==> config.mk <==
export PLATFORM = sky130hd
export DESIGN_NAME = branch_predictor_flat
export DESIGN_NICKNAME = d
export VERILOG_FILES = /design/src/rtl/branch_predictor_pkg.sv /design/src/rtl/branch_predictor_if.sv /design/src/rtl/branch_predictor_sat_counter2.sv /design/src/rtl/branch_predictor.sv /design/src/flat_wrapper.sv
export SDC_FILE = /design/constraint.sdc
export NUM_CORES = 2
export LEC_CHECK = 0
export ABC_CLOCK_PERIOD_IN_PS = 13800
export BUFFER_PORTS_ARGS = -buffer_cell sky130_fd_sc_hd__buf_2
export CAP_MARGIN = 15
export CORE_MARGIN = 1
export CORE_UTILIZATION = 35
export DETAILED_ROUTE_END_ITERATION = 10
export PLACE_DENSITY = 0.55
export SLEW_MARGIN = 10
export SYNTH_ARGS = -nofsm -noshare
export SYNTH_HDL_FRONTEND = slang
export SYNTH_SLANG_ARGS = --single-unit
==> constraint.sdc <==
create_clock -name clk -period 13.8 [get_ports clk]
set_input_delay 2.76 -clock clk [delete_from_list [all_inputs] [get_ports clk]]
set_output_delay 2.76 -clock clk [all_outputs]
set_load 0.005 [all_outputs]
==> src/rtl/branch_predictor_pkg.sv <==
// Shared definitions for the gshare branch predictor: default widths,
// counter constants and FSM state encoding.
package branch_predictor_pkg;
    localparam int DBITS_DEF        = 32;
    localparam int GHR_BITS_DEF     = 8;
    localparam int BTB_IDX_BITS_DEF = 4;
    localparam int INSTSIZE_DEF     = 4;

    // 2-bit counter seed value and saturation bounds
    localparam logic [1:0] WEAK_NT = 2'b01;
    localparam logic [1:0] CNT_MAX = 2'b11;
    localparam logic [1:0] CNT_MIN = 2'b00;

    // INIT sweeps the tables after reset; RUN is terminal until reset
    typedef enum logic {
        INIT = 1'b0,
        RUN  = 1'b1
    } bp_state_e;
endpackage

==> src/rtl/branch_predictor_if.sv <==
// Fetch-side lookup and AGEX-side update bundle for the branch predictor.
// master = pipeline (FE/AGEX), slave = predictor.
interface branch_predictor_if #(
    parameter int DBITS    = 32,
    parameter int GHR_BITS = 8
);
    // fetch lookup
    logic                lookup_valid;
    logic [DBITS-1:0]    lookup_pc;
    logic                pred_taken;
    logic [DBITS-1:0]    pred_target;
    logic [GHR_BITS-1:0] pred_ghr;
    logic                busy;

    // resolved control instruction
    logic                upd_valid;
    logic [DBITS-1:0]    upd_pc;
    logic [DBITS-1:0]    upd_target;
    logic                upd_is_br;
    logic                upd_is_jmp;
    logic                upd_taken;
    logic                upd_mispred;
    logic [GHR_BITS-1:0] upd_ghr;

    // event counters
    logic [31:0]         stat_lookups;
    logic [31:0]         stat_mispreds;

    modport master (
        output lookup_valid, lookup_pc,
        output upd_valid, upd_pc, upd_target, upd_is_br, upd_is_jmp,
               upd_taken, upd_mispred, upd_ghr,
        input  pred_taken, pred_target, pred_ghr, busy,
        input  stat_lookups, stat_mispreds
    );

    modport slave (
        input  lookup_valid, lookup_pc,
        input  upd_valid, upd_pc, upd_target, upd_is_br, upd_is_jmp,
               upd_taken, upd_mispred, upd_ghr,
        output pred_taken, pred_target, pred_ghr, busy,
        output stat_lookups, stat_mispreds
    );
endinterface

==> src/rtl/branch_predictor_sat_counter2.sv <==
// Next-value logic for a 2-bit saturating up/down counter.
module sat_counter2
    import branch_predictor_pkg::*;
(
    input  logic [1:0] cnt,
    input  logic       inc,
    output logic [1:0] nxt
);
    // step toward the outcome, sticking at the ends
    always_comb begin
        nxt = cnt;
        if (inc) begin
            if (cnt != CNT_MAX) nxt = cnt + 2'd1;
        end else begin
            if (cnt != CNT_MIN) nxt = cnt - 2'd1;
        end
    end
endmodule

==> src/rtl/branch_predictor.sv <==
// Gshare branch predictor with a direct-mapped BTB.
// Lookup is combinational; training, history repair and the post-reset
// table sweep are registered. BTB_IDX_BITS must lie in 1..GHR_BITS.
module branch_predictor
    import branch_predictor_pkg::*;
#(
    parameter int DBITS        = DBITS_DEF,
    parameter int GHR_BITS     = GHR_BITS_DEF,
    parameter int BTB_IDX_BITS = BTB_IDX_BITS_DEF,
    parameter int INSTSIZE     = INSTSIZE_DEF
) (
    input  logic              clk,
    input  logic              reset,
    branch_predictor_if.slave bus
);
    localparam int PHT_DEPTH = 1 << GHR_BITS;
    localparam int BTB_DEPTH = 1 << BTB_IDX_BITS;
    localparam int TAG_BITS  = DBITS - BTB_IDX_BITS - 2;

    // tables: no async reset, the INIT sweep establishes their contents
    logic [1:0]          pht        [PHT_DEPTH];
    logic [BTB_DEPTH-1:0] btb_valid;
    logic [BTB_DEPTH-1:0] btb_is_jmp;
    logic [TAG_BITS-1:0] btb_tag    [BTB_DEPTH];
    logic [DBITS-1:0]    btb_target [BTB_DEPTH];

    bp_state_e           state;
    logic [GHR_BITS-1:0] ptr;
    logic [GHR_BITS-1:0] spec_ghr;
    logic                busy_q;
    logic [31:0]         lookups_q;
    logic [31:0]         mispreds_q;

    // ---------------- lookup path ----------------
    logic [GHR_BITS-1:0]     lk_pidx;
    logic [BTB_IDX_BITS-1:0] lk_bidx;
    logic [TAG_BITS-1:0]     lk_tag;
    logic                    lk_hit;
    logic                    lk_is_jmp;
    logic                    lk_taken;

    assign lk_pidx   = bus.lookup_pc[GHR_BITS+1:2] ^ spec_ghr;
    assign lk_bidx   = bus.lookup_pc[BTB_IDX_BITS+1:2];
    assign lk_tag    = bus.lookup_pc[DBITS-1:BTB_IDX_BITS+2];
    assign lk_hit    = btb_valid[lk_bidx] && (btb_tag[lk_bidx] == lk_tag);
    assign lk_is_jmp = btb_is_jmp[lk_bidx];
    // jumps in the BTB are always taken; branches follow the PHT MSB
    assign lk_taken  = !busy_q && lk_hit && (lk_is_jmp || pht[lk_pidx][1]);

    assign bus.pred_taken    = lk_taken;
    assign bus.pred_target   = lk_taken ? btb_target[lk_bidx]
                                        : bus.lookup_pc + DBITS'(INSTSIZE);
    assign bus.pred_ghr      = spec_ghr;
    assign bus.busy          = busy_q;
    assign bus.stat_lookups  = lookups_q;
    assign bus.stat_mispreds = mispreds_q;

    // ---------------- update path ----------------
    logic [GHR_BITS-1:0]     up_pidx;
    logic [BTB_IDX_BITS-1:0] up_bidx;
    logic [TAG_BITS-1:0]     up_tag;
    logic [1:0]              pht_cur;
    logic [1:0]              pht_nxt;

    // index with the history the instruction was predicted under
    assign up_pidx = bus.upd_pc[GHR_BITS+1:2] ^ bus.upd_ghr;
    assign up_bidx = bus.upd_pc[BTB_IDX_BITS+1:2];
    assign up_tag  = bus.upd_pc[DBITS-1:BTB_IDX_BITS+2];
    assign pht_cur = pht[up_pidx];

    sat_counter2 u_pht_ctr (
        .cnt (pht_cur),
        .inc (bus.upd_taken),
        .nxt (pht_nxt)
    );

    // instruction-aligned PC bits never index anything
    logic unused_pc_lsbs;
    assign unused_pc_lsbs = ^{bus.lookup_pc[1:0], bus.upd_pc[1:0]};

    // table writes: INIT seeds PHT / clears BTB valid, RUN applies training
    always_ff @(posedge clk) begin
        if (state == INIT) begin
            pht[ptr]                        <= WEAK_NT;
            btb_valid[ptr[BTB_IDX_BITS-1:0]] <= 1'b0;
        end else if (bus.upd_valid) begin
            if (bus.upd_is_br) pht[up_pidx] <= pht_nxt;
            if (bus.upd_taken) begin
                btb_valid[up_bidx]  <= 1'b1;
                btb_tag[up_bidx]    <= up_tag;
                btb_target[up_bidx] <= bus.upd_target;
                btb_is_jmp[up_bidx] <= bus.upd_is_jmp;
            end
        end
    end

    // sweep FSM plus speculative history; mispredict repair wins over shift
    always_ff @(posedge clk or posedge reset) begin
        if (reset) begin
            state    <= INIT;
            ptr      <= '0;
            busy_q   <= 1'b1;
            spec_ghr <= '0;
        end else begin
            case (state)
                INIT: begin
                    ptr      <= ptr + 1'b1;
                    spec_ghr <= '0;
                    if (ptr == '1) begin
                        state  <= RUN;
                        busy_q <= 1'b0;
                    end
                end
                RUN: begin
                    if (bus.upd_valid && bus.upd_mispred) begin
                        spec_ghr <= bus.upd_is_br ? {bus.upd_ghr[GHR_BITS-2:0], bus.upd_taken}
                                                  : bus.upd_ghr;
                    end else if (bus.lookup_valid && lk_hit && !lk_is_jmp) begin
                        spec_ghr <= {spec_ghr[GHR_BITS-2:0], lk_taken};
                    end
                end
                default: state <= INIT;
            endcase
        end
    end

    // wrapping event counters, frozen while the sweep runs
    always_ff @(posedge clk or posedge reset) begin
        if (reset) begin
            lookups_q  <= '0;
            mispreds_q <= '0;
        end else begin
            if (bus.lookup_valid && !busy_q)                   lookups_q  <= lookups_q + 32'd1;
            if (bus.upd_valid && bus.upd_mispred && !busy_q)   mispreds_q <= mispreds_q + 32'd1;
        end
    end
endmodule

==> src/flat_wrapper.sv <==
// flat-port wrapper written by rule: the top's interface ports become plain ports
module branch_predictor_flat import branch_predictor_pkg::*;
#(
    parameter int DBITS        = DBITS_DEF,
    parameter int GHR_BITS     = GHR_BITS_DEF,
    parameter int BTB_IDX_BITS = BTB_IDX_BITS_DEF,
    parameter int INSTSIZE     = INSTSIZE_DEF
)
  (clk, reset, bus_lookup_valid, bus_lookup_pc, bus_upd_valid, bus_upd_pc, bus_upd_target, bus_upd_is_br, bus_upd_is_jmp, bus_upd_taken, bus_upd_mispred, bus_upd_ghr, bus_pred_taken, bus_pred_target, bus_pred_ghr, bus_busy, bus_stat_lookups, bus_stat_mispreds);
  branch_predictor_if #(.DBITS(DBITS), .GHR_BITS(GHR_BITS)) bus_i ();
  input  logic clk;
  input  logic reset;
  input wire logic [$bits(bus_i.lookup_valid)-1:0] bus_lookup_valid;
  input wire logic [$bits(bus_i.lookup_pc)-1:0] bus_lookup_pc;
  input wire logic [$bits(bus_i.upd_valid)-1:0] bus_upd_valid;
  input wire logic [$bits(bus_i.upd_pc)-1:0] bus_upd_pc;
  input wire logic [$bits(bus_i.upd_target)-1:0] bus_upd_target;
  input wire logic [$bits(bus_i.upd_is_br)-1:0] bus_upd_is_br;
  input wire logic [$bits(bus_i.upd_is_jmp)-1:0] bus_upd_is_jmp;
  input wire logic [$bits(bus_i.upd_taken)-1:0] bus_upd_taken;
  input wire logic [$bits(bus_i.upd_mispred)-1:0] bus_upd_mispred;
  input wire logic [$bits(bus_i.upd_ghr)-1:0] bus_upd_ghr;
  output wire logic [$bits(bus_i.pred_taken)-1:0] bus_pred_taken;
  output wire logic [$bits(bus_i.pred_target)-1:0] bus_pred_target;
  output wire logic [$bits(bus_i.pred_ghr)-1:0] bus_pred_ghr;
  output wire logic [$bits(bus_i.busy)-1:0] bus_busy;
  output wire logic [$bits(bus_i.stat_lookups)-1:0] bus_stat_lookups;
  output wire logic [$bits(bus_i.stat_mispreds)-1:0] bus_stat_mispreds;
  assign bus_i.lookup_valid = bus_lookup_valid;
  assign bus_i.lookup_pc = bus_lookup_pc;
  assign bus_i.upd_valid = bus_upd_valid;
  assign bus_i.upd_pc = bus_upd_pc;
  assign bus_i.upd_target = bus_upd_target;
  assign bus_i.upd_is_br = bus_upd_is_br;
  assign bus_i.upd_is_jmp = bus_upd_is_jmp;
  assign bus_i.upd_taken = bus_upd_taken;
  assign bus_i.upd_mispred = bus_upd_mispred;
  assign bus_i.upd_ghr = bus_upd_ghr;
  assign bus_pred_taken = bus_i.pred_taken;
  assign bus_pred_target = bus_i.pred_target;
  assign bus_pred_ghr = bus_i.pred_ghr;
  assign bus_busy = bus_i.busy;
  assign bus_stat_lookups = bus_i.stat_lookups;
  assign bus_stat_mispreds = bus_i.stat_mispreds;
  branch_predictor #(.DBITS(DBITS), .GHR_BITS(GHR_BITS), .BTB_IDX_BITS(BTB_IDX_BITS), .INSTSIZE(INSTSIZE)) u_core (.clk(clk), .reset(reset), .bus(bus_i));
endmodule
==> results.txt <==
Vias per cell - 5.44
Worst slew margin relative to its limit - 0.104
Max clock buf depth - 3
CP Capture Type - output port
Clk slew on worst S/H paths - 50 ps
Overflow after GRT - 0
HP Start - u_core.bus.stat_lookups[31]
Met2 wire length - 89,400 um
Arrival @ worst endpoint - 7600 ps
#FFs+latches synth - 1,554
Syn_area_per_cell - 18.9 um2
Post-synthesis async set-or-reset flop share - 0.0528
Critical setup path kind - in -> out
Met3 WL post-DR - 10,300 um
Drt first pass iters - 5
CTS Root Buffer Type - clkbuf_16
Worst reg-to-reg setup slack - 9100 ps
Hold_ws - 462 ps
Share of layout cells above drive strength 1 - 0.278
Worst vdd ir - 0.148 mV
Initial antenna violation count - 24
Area post-placement - 0.0694 mm2
Critical Path Start Type - input port
Worst R2R End - u_core.pht[27][0]
Max Cap Viol - 0
H-Tree Depth - 4
Final wirelength - 179,000 um
Hold endpoint - u_core.bus.stat_lookups[31]
Die Y - 434 um
Pins Over Slew Limit - 0
Sink Count - 1,554
Final setup violation count - 0
Fin crit period - 10,360 ps
CTS-repair resized insts - 0
Fillers - 16,751
Post-DRT Antenna Nets - 0
Mapped cell area - 0.0653 mm2
Min-delay worst type - reg -> reg
Routed via count - 34,548
Met1 wire length - 74,100 um
CORE AREA - 0.185 mm2
Clock skew - 47.9 ps
Final instance area - 0.0746 mm2
Cells on worst reg2reg path - 9
Hold Buf Count CTS - 0
Input/output buffers - 215
Clk pwr share - 0.426
Cell count of the worst hold path - 1
Cells after synthesis - 3,449
Switching power total - 2280 uW
CTS tree - done
Rows - 158
Ys Warns - 0
First-pass GRT wire length - 256,000 um
Worst path max stage delay - 540 ps
Commonest non-fill, non-tap cell in the layout - edfxtp_1
Worst R2R Start - u_core.pht[251][0]
Die width - 434 um
Setup Buffers After CTS - 0
Cell mode on critical path - buf_4
CP delay by family, top - buffers and inverters
Post-synthesis to final-layout area growth - 14.3%
Iter 0 DRT Violations - 3,482
Crit path cell chain - buf_6 -> buf_4 -> xor2_4 -> buf_4 -> mux4_2 -> mux2i_1 -> o31ai_1 -> o311ai_1 -> nand3b_1 -> o311ai_4 -> nor2_4 -> buf_4 -> mux2_4 -> buf_2
Worst Path Buf+Inv - 5
Pwr per Cell Area - 134 mW/mm2
Placed Cells - 6,039
P_int - 7750 uW
Total track usage - 0.190
Clk_lat worst skew - 840 ps
Final #Nets - 3,846
Outcome - finished, final reports clean
Fmax - 96.6 MHz
Post-route clock period utilization - 0.750
Starting Density - 0.352
Cell Count, Final, Fillers Out - 6,347
Leak Pwr - 0.0236 uW
Worst-margin pin slew - 1340 ps
Commonest cells after routing, fill and taps aside - 1,472 x edfxtp_1, 454 x mux4_2, 338 x nor2_1
Placer Congestion - 0.870
TritonCTS buffer count - 165
Drt drc - 0
Post-Syn Nets - 3,568
Sequential area share after synthesis - 0.709
CP max FO - 49
Routed len/inst - 28.2 um
TNS Setup - 0 ps
# IOs - 218
Final hold vios - 0
Post-synth EDFFs - 1,472
Combinational power share - 0.059
Die area - 0.188 mm2
Req. time, crit path - 11,040 ps
Pin count of the biggest net entering global routing - 257
Post-synth cell types - 80
Slowest CP cell - buf_4
Ys flop type - edfxtp_1
Post-DP HPWL - 104,000 um
Flop pwr share - 0.516
Max layer used - met5
RSZ-0062 raised after global routing - false
Sw Share - 0.228
Vias in the first global route - 35,206
[layer usage]
metal	GRT usage	vias to the layer above
li1	-	14486
met4	0.0580	10
met3	0.0319	280
met1	0.253	18609
met2	0.317	1163
met5	0	-
[stage by stage]
stage	power [uW]	util	setup WS, ps
final	10000	0.402	3440
after CTS	10100	0.402	3340
after global routing	10300	0.402	3250
after detailed placement	5860	0.374	3360
after global placement	5860	0.374	3350
after floorplan	5620	-	1340
[power by group through the flow]
stage | clock, uW | combinational, uW | sequential (uW)
final | 4270 | 589 | 5170
after global routing | 4520 | 627 | 5170
after CTS | 4350 | 597 | 5170
after detailed placement | 0 | 595 | 5270
after global placement | 0 | 592 | 5270
after floorplan | 0 | 352 | 5270
[flip-flops by register name (all words and copies together), names as in the netlist, 16 cells and up]
name	flops
u_core.btb_target	512
u_core.btb_valid	16
u_core.btb_tag	416
u_core.pht	512
u_core.bus.stat_mispreds	32
u_core.btb_is_jmp	16
u_core.bus.stat_lookups	32
[synthesized netlist by cell type (4+ instances only)]
cell | n | area, um2
nand2_1 | 171 | 642
xor2_1 | 47 | 412
o32ai_1 | 5 | 43.8
o22ai_1 | 4 | 25.0
and4_1 | 4 | 35.0
mux2_4 | 29 | 435
mux2_2 | 19 | 214
mux2i_1 | 83 | 831
a31oi_1 | 13 | 81.3
nand3_1 | 69 | 345
a221oi_1 | 12 | 105
buf_6 | 18 | 203
buf_2 | 40 | 200
a22oi_1 | 35 | 263
buf_4 | 22 | 165
nor4_1 | 8 | 50.1
o311ai_0 | 4 | 35.0
nand4_1 | 18 | 113
a21oi_1 | 56 | 280
dlygate4sd3_1 | 5 | 50.1
ha_1 | 7 | 87.6
a211oi_1 | 4 | 30.0
clkbuf_1 | 77 | 289
and3_1 | 22 | 138
nor3_1 | 20 | 100
o21ai_0 | 45 | 225
nor2b_1 | 12 | 75.1
and2_1 | 4 | 25.0
dfrtp_1 | 81 | 2030
edfxtp_1 | 1472 | 44200
xnor2_1 | 125 | 1090
nand2b_1 | 5 | 31.3
o2111ai_1 | 5 | 43.8
nand3b_1 | 4 | 30.0
inv_1 | 16 | 60.1
mux4_2 | 454 | 10200
nor2_1 | 353 | 1330
buf_1 | 18 | 67.6
[worst max-delay path by stage]
stage | startpoint | cells after the start | end
after global placement | bus_lookup_pc[3] | 13 | bus_pred_target[8]
final | bus_lookup_pc[4] | 14 | bus_pred_target[8]
after detailed placement | bus_lookup_pc[3] | 13 | bus_pred_target[1]
after floorplan | bus_upd_pc[2] | 13 | u_core.pht[0][1]
after global routing | bus_lookup_pc[3] | 13 | bus_pred_target[1]
after CTS | bus_lookup_pc[3] | 13 | bus_pred_target[1]
[worst register-to-register path: stages, from the launching register on]
cell	delay, ps
edfxtp_1	360
mux4_2	490
mux2i_1	220
mux2i_1	230
o22ai_1	360
a311oi_1	180
o311a_1	360
maj3_1	390
nand2_4	650
buf_4	960
[kinds of logic after synthesis]
logic type | count (synthesis) | synth area share
AND/OR/NAND/NOR | 704 | 0.0467
AO/OA/AOI/OAI | 212 | 0.0216
flip-flops | 1554 | 0.709
multiplexers | 587 | 0.180
XOR/XNOR | 174 | 0.0236
adder cells (fa/ha/maj) | 9 | 0.00165
buffers and inverters | 209 | 0.0181
[area by class of cell]
| class | instances | area [um2] | area share |
|---|---|---|---|
| tap | 2480 | 3100 | 0.0416 |
| clock inverter | 88 | 871 | 0.0117 |
| clock buffer | 214 | 4350 | 0.0583 |
| sequential | 1554 | 46300 | 0.620 |
| inverter | 18 | 71.3 | 0.000956 |
| multi-input combinational | 1686 | 18100 | 0.243 |
| timing repair buffer | 302 | 1840 | 0.0246 |
| antenna | 5 | 12.5 | 0.000168 |
(Power assumes the default switching activity.)
